## src/rtl/ray_dispatcher_pkg.sv

```systemverilog
// Shared types and defaults for the primary-ray dispatcher and its raster walker.
package ray_dispatcher_pkg;

    localparam int DEFAULT_SCREEN_WIDTH     = 640;
    localparam int DEFAULT_SCREEN_HEIGHT    = 480;
    localparam int DEFAULT_X_WIDTH          = 10;
    localparam int DEFAULT_Y_WIDTH          = 10;
    localparam int DEFAULT_WATCHDOG_CYCLES  = 1048576;
    localparam int PIXEL_COUNT_WIDTH        = 32;

    typedef enum logic [2:0] {
        ST_IDLE,
        ST_CLEAR,
        ST_ISSUE,
        ST_DRAIN,
        ST_DONE
    } dispatch_state_t;

    function automatic logic [31:0] sat_inc32(input logic [31:0] value);
        return (value == '1) ? value : value + 32'd1;
    endfunction

endpackage

```

## src/rtl/ray_dispatcher_raster_walker.sv

```systemverilog
// Raster-order pixel walker: holds the pending (x, y) and steps it on each advance.
module raster_walker
    import ray_dispatcher_pkg::*;
#(
    parameter int SCREEN_WIDTH  = DEFAULT_SCREEN_WIDTH,
    parameter int SCREEN_HEIGHT = DEFAULT_SCREEN_HEIGHT,
    parameter int X_WIDTH       = DEFAULT_X_WIDTH,
    parameter int Y_WIDTH       = DEFAULT_Y_WIDTH
) (
    input  logic               clk,
    input  logic               reset,
    input  logic               clear,
    input  logic               advance,
    output logic [X_WIDTH-1:0] x,
    output logic [Y_WIDTH-1:0] y,
    output logic               last
);

    localparam logic [X_WIDTH-1:0] X_MAX = X_WIDTH'(SCREEN_WIDTH - 1);
    localparam logic [Y_WIDTH-1:0] Y_MAX = Y_WIDTH'(SCREEN_HEIGHT - 1);

    logic x_wrap;

    assign x_wrap = (x == X_MAX);
    assign last   = x_wrap && (y == Y_MAX);

    // NOTE: non-blocking assignments so x and y both update from the pre-edge values.
    always_ff @(posedge clk) begin
        if (reset || clear) begin
            x <= '0;
            y <= '0;
        end else if (advance) begin
            if (x_wrap) begin
                x <= '0;
                y <= (y == Y_MAX) ? '0 : y + 1'b1;
            end else begin
                x <= x + 1'b1;
            end
        end
    end

endmodule

```

## src/rtl/ray_dispatcher.sv

```systemverilog
// Frame-level primary-ray issuer: clears the core counter, issues every pixel in
// raster order under fifo_full backpressure, then waits for the core to finish.
module ray_dispatcher
    import ray_dispatcher_pkg::*;
#(
    parameter int SCREEN_WIDTH    = DEFAULT_SCREEN_WIDTH,
    parameter int SCREEN_HEIGHT   = DEFAULT_SCREEN_HEIGHT,
    parameter int X_WIDTH         = DEFAULT_X_WIDTH,
    parameter int Y_WIDTH         = DEFAULT_Y_WIDTH,
    parameter int WATCHDOG_CYCLES = DEFAULT_WATCHDOG_CYCLES
) (
    input  logic                         clk,
    input  logic                         reset,
    input  logic                         start,
    input  logic                         abort,
    input  logic                         fifo_full,
    input  logic [PIXEL_COUNT_WIDTH-1:0] pixel_counter,
    output logic                         add_input,
    output logic [X_WIDTH-1:0]           ray_x,
    output logic [Y_WIDTH-1:0]           ray_y,
    output logic                         reset_pixel_counter,
    output logic                         busy,
    output logic                         done,
    output logic                         error,
    output logic [31:0]                  frame_cycles
);

    localparam logic [PIXEL_COUNT_WIDTH-1:0] FRAME_PIXELS =
        PIXEL_COUNT_WIDTH'(SCREEN_WIDTH * SCREEN_HEIGHT);
    localparam int                WD_W    = $clog2(WATCHDOG_CYCLES + 1);
    localparam logic [WD_W-1:0]   WD_LAST = WD_W'(WATCHDOG_CYCLES - 1);

    dispatch_state_t              state;
    dispatch_state_t              state_next;
    logic                         start_accept;
    logic                         last_pixel;
    logic                         drain_complete;
    logic                         pc_flat;
    logic                         wd_expire;
    logic [WD_W-1:0]              wd_count;
    logic [PIXEL_COUNT_WIDTH-1:0] pc_prev;

    assign start_accept        = (state == ST_IDLE) && start && !abort;
    assign add_input           = (state == ST_ISSUE) && !fifo_full && !abort;
    assign reset_pixel_counter = (state == ST_CLEAR);
    assign busy                = (state != ST_IDLE);
    assign done                = (state == ST_DONE);

    // Overshoot counts as complete so a miscounting core cannot wedge the frame.
    assign drain_complete = (pixel_counter >= FRAME_PIXELS);
    assign pc_flat        = (pixel_counter == pc_prev);
    assign wd_expire      = (state == ST_DRAIN) && !drain_complete && pc_flat
                            && (wd_count == WD_LAST);

    raster_walker #(
        .SCREEN_WIDTH  (SCREEN_WIDTH),
        .SCREEN_HEIGHT (SCREEN_HEIGHT),
        .X_WIDTH       (X_WIDTH),
        .Y_WIDTH       (Y_WIDTH)
    ) u_walker (
        .clk     (clk),
        .reset   (reset),
        .clear   (start_accept),
        .advance (add_input),
        .x       (ray_x),
        .y       (ray_y),
        .last    (last_pixel)
    );

    always_ff @(posedge clk) begin
        if (reset) state <= ST_IDLE;
        else       state <= state_next;
    end

    // NOTE: state_next gets its default first so no path through the case infers a latch.
    always_comb begin
        state_next = state;
        unique case (state)
            ST_IDLE:  if (start_accept) state_next = ST_CLEAR;
            ST_CLEAR: state_next = ST_ISSUE;
            ST_ISSUE: if (add_input && last_pixel) state_next = ST_DRAIN;
            ST_DRAIN: begin
                if (drain_complete)  state_next = ST_DONE;
                else if (wd_expire)  state_next = ST_IDLE;
            end
            ST_DONE:  state_next = ST_IDLE;
            default:  state_next = ST_IDLE;
        endcase
        if (abort && (state != ST_IDLE)) state_next = ST_IDLE;
    end

    always_ff @(posedge clk) begin
        if (reset) begin
            error        <= 1'b0;
            frame_cycles <= '0;
            wd_count     <= '0;
            pc_prev      <= '0;
        end else begin
            pc_prev <= pixel_counter;

            if (start_accept) begin
                error        <= 1'b0;
                frame_cycles <= '0;
            end else if (state inside {ST_CLEAR, ST_ISSUE, ST_DRAIN}) begin
                frame_cycles <= sat_inc32(frame_cycles);
            end

            if (wd_expire && !abort) error <= 1'b1;

            // Watchdog only measures consecutive flat cycles while draining.
            if ((state != ST_DRAIN) || !pc_flat) wd_count <= '0;
            else                                 wd_count <= wd_count + 1'b1;
        end
    end

endmodule

```

## config.mk

```make
export PLATFORM = sky130hd
export DESIGN_NAME = ray_dispatcher
export DESIGN_NICKNAME = d
export VERILOG_FILES = /design/src/rtl/ray_dispatcher_pkg.sv /design/src/rtl/ray_dispatcher_raster_walker.sv /design/src/rtl/ray_dispatcher.sv
export SDC_FILE = /design/constraint.sdc
export NUM_CORES = 1
export LEC_CHECK = 0
export BUFFER_PORTS_ARGS = -buffer_cell sky130_fd_sc_hd__buf_2
export CAP_MARGIN = 20
export CORE_ASPECT_RATIO = 1.1
export CORE_MARGIN = 3
export CORE_UTILIZATION = 30
export CTS_CLUSTER_SIZE = 14
export DETAILED_ROUTE_END_ITERATION = 12
export HOLD_SLACK_MARGIN = 0.1
export PLACE_DENSITY = 0.57
export SETUP_SLACK_MARGIN = 0.2
export SYNTH_ARGS = -nofsm -noshare
export SYNTH_HDL_FRONTEND = slang
export SYNTH_SLANG_ARGS = --single-unit
```

## constraint.sdc

```tcl
create_clock -name clk -period 2.3 [get_ports clk]
set_clock_uncertainty 0.05 [all_clocks]
set_input_delay 0.23 -clock clk [delete_from_list [all_inputs] [get_ports clk]]
set_output_delay 0.23 -clock clk [all_outputs]
set_load 0.1 [all_outputs]
```

# Word level (Yosys, flattened, before mapping)
# Index checks and enable logic that the tools add are counted.
# totals
regBits,109
latchBits,0
mem_bits_rw,0
rom_bits,0
input_bits,37
output_inout_bits,57
elab_cells,62
mem_count,0
# op_classes
add_sub_neg,4
mul,0
n_div,0
order_cmp,1
eq_ne,13
shift,0
muxes,9
bitwise_logic,1
n_reduce_logical,27
# ops
op,n
"32-bit by 1-bit adder with 32-bit output, second input constant",1
32-bit equality test,1
"32-bit equality test, second input constant",1
"32-bit by 19-bit greater-or-equal comparator with 1-bit output, second input constant",1
"21-bit by 1-bit adder with 21-bit output, second input constant",1
"21-bit by 20-bit equality test with 1-bit output, second input constant",1
"10-bit by 1-bit adder with 10-bit output, second input constant",2
10-bit two-way mux,2
3-bit two-way mux,4
3-bit one-hot mux with 4 select lines,1
1-bit logical AND,11
"10-bit equality test, second input constant",1
"10-bit by 9-bit equality test with 1-bit output, second input constant",1
"3-bit by 2-bit equality test with 1-bit output, second input constant",2
3-bit nonzero test,2
2-bit OR reduction,3
1-bit logical NOT,4
2-bit AND reduction,2
"3-bit by 1-bit equality test with 1-bit output, second input constant",1
"3-bit equality test, second input constant",1
3-bit logical NOT,1
"3-bit by 2-bit != test with 1-bit output, second input constant",1
"3-bit != test, second input constant",1
3-bit AND reduction,1
other kinds (6),8

# Logic depth before layout (Yosys ltp)
# logic_depth
depth_word,8
depth_mapped,9
ltp_nobuf,6

# By module
# Synthesis repeated with hierarchy kept, for this count alone.
# unflattened
cells_unflattened,565
hier_area_um2,5142.4
# by_module_without_submodules
mod,n_inst,cells_each,area_per_inst_um2,seq_area_each_um2
ray_dispatcher,1,453,4085.2,1781.7
raster_walker,1,112,1057.3,400.4

# Worst setup path after synthesis
# OpenSTA, ideal clock, no wires.
# synth_path
path_type,reg-to-reg
start,reg frame_cycles[0]
end,reg frame_cycles[30]
setup_time_ps,70
arrival_ps,3141
required_ps,2180
path_slack_ps,-961
stages_incl_launch_ff,9
n_path_buf,2
synth_period_minus_slack_ps,3261
path_cell_list,dfxtp_1 -> ha_1 -> nand4_1 -> or4_1 -> clkbuf_2 -> or4_1 -> buf_2 -> or3_1 -> a21oi_1
# synth_between
elab_chain_len,3
elab_cells_between_ends,4
classes_between,add/sub (1); eq/ne (1); bitwise (1); reduce/logical (1)
# synth_lines
item,line,text
start: declaration,ray_dispatcher.sv:25,output logic [31:0] frame_cycles
start signal: assignment,ray_dispatcher.sv:105,frame_cycles <= sat_inc32(frame_cycles);
"parallel branches: the longest is 3 deep, another holds 32-bit by 1-bit adder with 32-bit output",--,
# Parallel ways; which one is timed is not known.
# A chain may end at the register's enable or synchronous reset.

# Final worst setup path
# layout_path
start,reg frame_cycles[1]
end,reg frame_cycles[26]
# The elaborated chain is that of the path after synthesis.

==> metrics.txt <==
Avg Inst Size Synth=8.801 sq um; Layout area overhead=41.91%; first-pass GRT wire length=21.60 mm; dpl cells=855; number of synthesized flops with an enable pin=0; CP Launch Type=register; Slew headroom=61.86%; GR Util met1=18.08%; CTS HTree Levels=3; largest net degree at the start of global routing=38; busiest layer in global routing=met2; vias in the first global route=4,540; gr ovfl total=0; die span in y=139.8 um; async set-reset flop share out of synthesis=0%; fin nets=759; Netlist Area Pre-Place=4885 sq um; Pwr per Cell Area=557.2 nW/um^2; CTS tree=done; Top-Level Pins=94; met3 usage=3.378%; Initial DRC Count=219; top_reg_cell synth=dfxtp_1; register bit total from synthesis=109; Core Region=15,860 sq um; WP data required=2.54 ns; clk_lat worst skew=0.36 ns; CTS Sinks=109; initial antenna violation count=0; Wirelength per Cell=14.28 um; fin crit share=97.60%; Placer Congestion=0.8424; sequential cell area=2257 sq um; vias=4,610; via/cell ratio=4.995; number of buffers created by CTS=9; Fin. Hold Viols=0; Site Rows=48; routed wire length=13.18 mm; GRT Total Usage=14.47%; Worst setup EP type=register; CTS Buffer Depth=2; full die area=17,850 sq um; number of cells in the finished layout apart from fillers=923; count of port buffers added during placement=93; ant diodes=0; Ys Warns=0; max-cap viol count=0; final setup fails=0; Post-route DRC=0; CP Max Fanout=5; root buf cell=clkbuf_16; Routed Antenna Nets=0; setup_tns=0 ns; max-slew violations=0; area of the multi-input gates=2828 sq um; first drt pass iteration count=4; leakage=2.777 nW; starting density of the core=30.81%; max frequency=445.5 MHz; Worst IR Drop VDD=0.0003606 V; worst hold path type=input pin to register; fillcell total=1,537; Clk pin slew, worst setup/hold paths=0.08 ns; met2 Usage GRT=24.54%; crit path kind=register to register; syn nets=596; RSZ-0062 raised after global routing=yes; layout cells sized above 1=32.64%; worst slew pin tran=0.5709 ns; Die W=127.7 um; status=complete, no violations; Post-DP HPWL=8.982 mm; min cycle time layout=2.245 ns; count of cell types in the netlist=46; post-synthesis cell count=555; Seq/Total Area, Yosys=44.67%; Arrival @ worst endpoint=2.48 ns
## layout make-up
type	instances	share of cell area, %
Clock buffer	9	3.249
Clock inverter	7	1.029
Inverter	7	0.3791
Multi-Input combinational cell	419	40.79
Sequential cell	109	32.56
Tap cell	200	3.610
Timing Repair Buffer	172	18.38
## stage by stage
stage / area [sq um] / hold slack (ns) / power [mW] / worst slack (ns) / util [%]
after floorplan: 4987 / 0.2844 / 2.135 / -0.3230 / -
after global placement: 5852 / 0.3878 / 2.238 / 0.04990 / 36.91
after detailed placement: 5852 / 0.3942 / 2.243 / -0.002820 / 36.91
after CTS: 6550 / 0.1022 / 3.878 / 0.08229 / 41.31
after global routing: 6932 / 0.1106 / 4.030 / 0.008928 / 43.72
final: 6932 / 0.1190 / 3.862 / 0.05511 / 43.72
## state kept, by name, summed over array words and instances, names as in the netlist
name          count
wd_count         21
frame_cycles     32
u_walker.x       10
u_walker.y       10
state             3
error             1
pc_prev          32
## what timing repair did
item	in CTS	in global routing
hold endpoints to repair	32	0
pin swaps	2	23
endpoints found under the setup margin	26	62
buffers inserted	2	12
resized for setup	9	60
hold buffers	32	0
cloned	2	4
## logic make-up (layout without fill, tap and decap cells)
group | Yosys count | in the layout | share of synthesized area [%]
compound gates | 80 | 80 | 10.02
xor+xnor | 71 | 71 | 12.73
fa+ha+maj | 4 | 4 | 1.025
buf+inv | 27 | 195 | 2.177
flops | 109 | 109 | 44.67
mux | 1 | 1 | 0.2049
simple gates | 263 | 263 | 29.18
## critical path, cell delays in order, from the launching register on
cell,delay (ns)
dfxtp_4,0.36
ha_4,0.13
nand4_1,0.12
or4_4,0.45
or4_4,0.58
or3_1,0.34
a21oi_2,0.14
## power breakdown
| part | switching [mW] | internal (mW) |
|---|---|---|
| sequential | 0.0166 | 1.91 |
| clock | 0.798 | 0.777 |
| combinational | 0.201 | 0.162 |
## metal layers
layer	routed length (um)	up-vias
met4	228	0
met2	6612	100
met3	565	17
li1	-	2309
met5	0	-
met1	5775	2184
## placed cells by master, fill, tap and decap left out, types with 23 or more instances in the layout
cell type and n:
a21oi_1 29, nand4_1 23, nor2_1 56, buf_4 38, nor2b_1 33, dfxtp_2 27
buf_2 89, xor2_1 60, dlygate4sd3_1 23, dfxtp_1 71, nand3_1 34, nand2_1 30
## cell usage after synthesis, types with 2 or more instances
library cell  count  area share [%]
a211o_1           2            0.36
a211oi_1          2            0.31
a21oi_1          32             3.3
a31o_2            2            0.36
a31oi_1           3            0.38
and2_1            4            0.51
and3_1           10             1.3
and4_1            8             1.4
buf_2             3            0.31
clkbuf_1         15             1.2
dfxtp_1         109              45
ha_1              4             1.0
inv_1             7            0.54
nand2_1          31             2.4
nand2b_1          2            0.26
nand3_1          35             3.6
nand4_1          23             2.9
nor2_1           59             4.5
nor2b_1          33             4.2
nor3_1            8            0.82
nor4_1           14             1.8
o21ai_0          17             1.7
o31ai_1          10             1.5
o41ai_1           4            0.72
or3_1            15             1.9
or3_2             3            0.46
or4_1            11             1.7
or4_2             2            0.36
xnor2_1          10             1.8
xor2_1           61              11
## path summary, 6_finish.rpt
check	start	endpoint	slack, ns	depth (start not counted)
setup / recovery	frame_cycles[1]	frame_cycles[26]	0.06	6
hold / removal	abort	error	0.12	2
setup reg to reg	frame_cycles[1]	frame_cycles[26]	0.06	6
hold reg to reg	wd_count[20]	wd_count[20]	0.42	2
No activity file was read; power rests on OpenSTA's default activity.
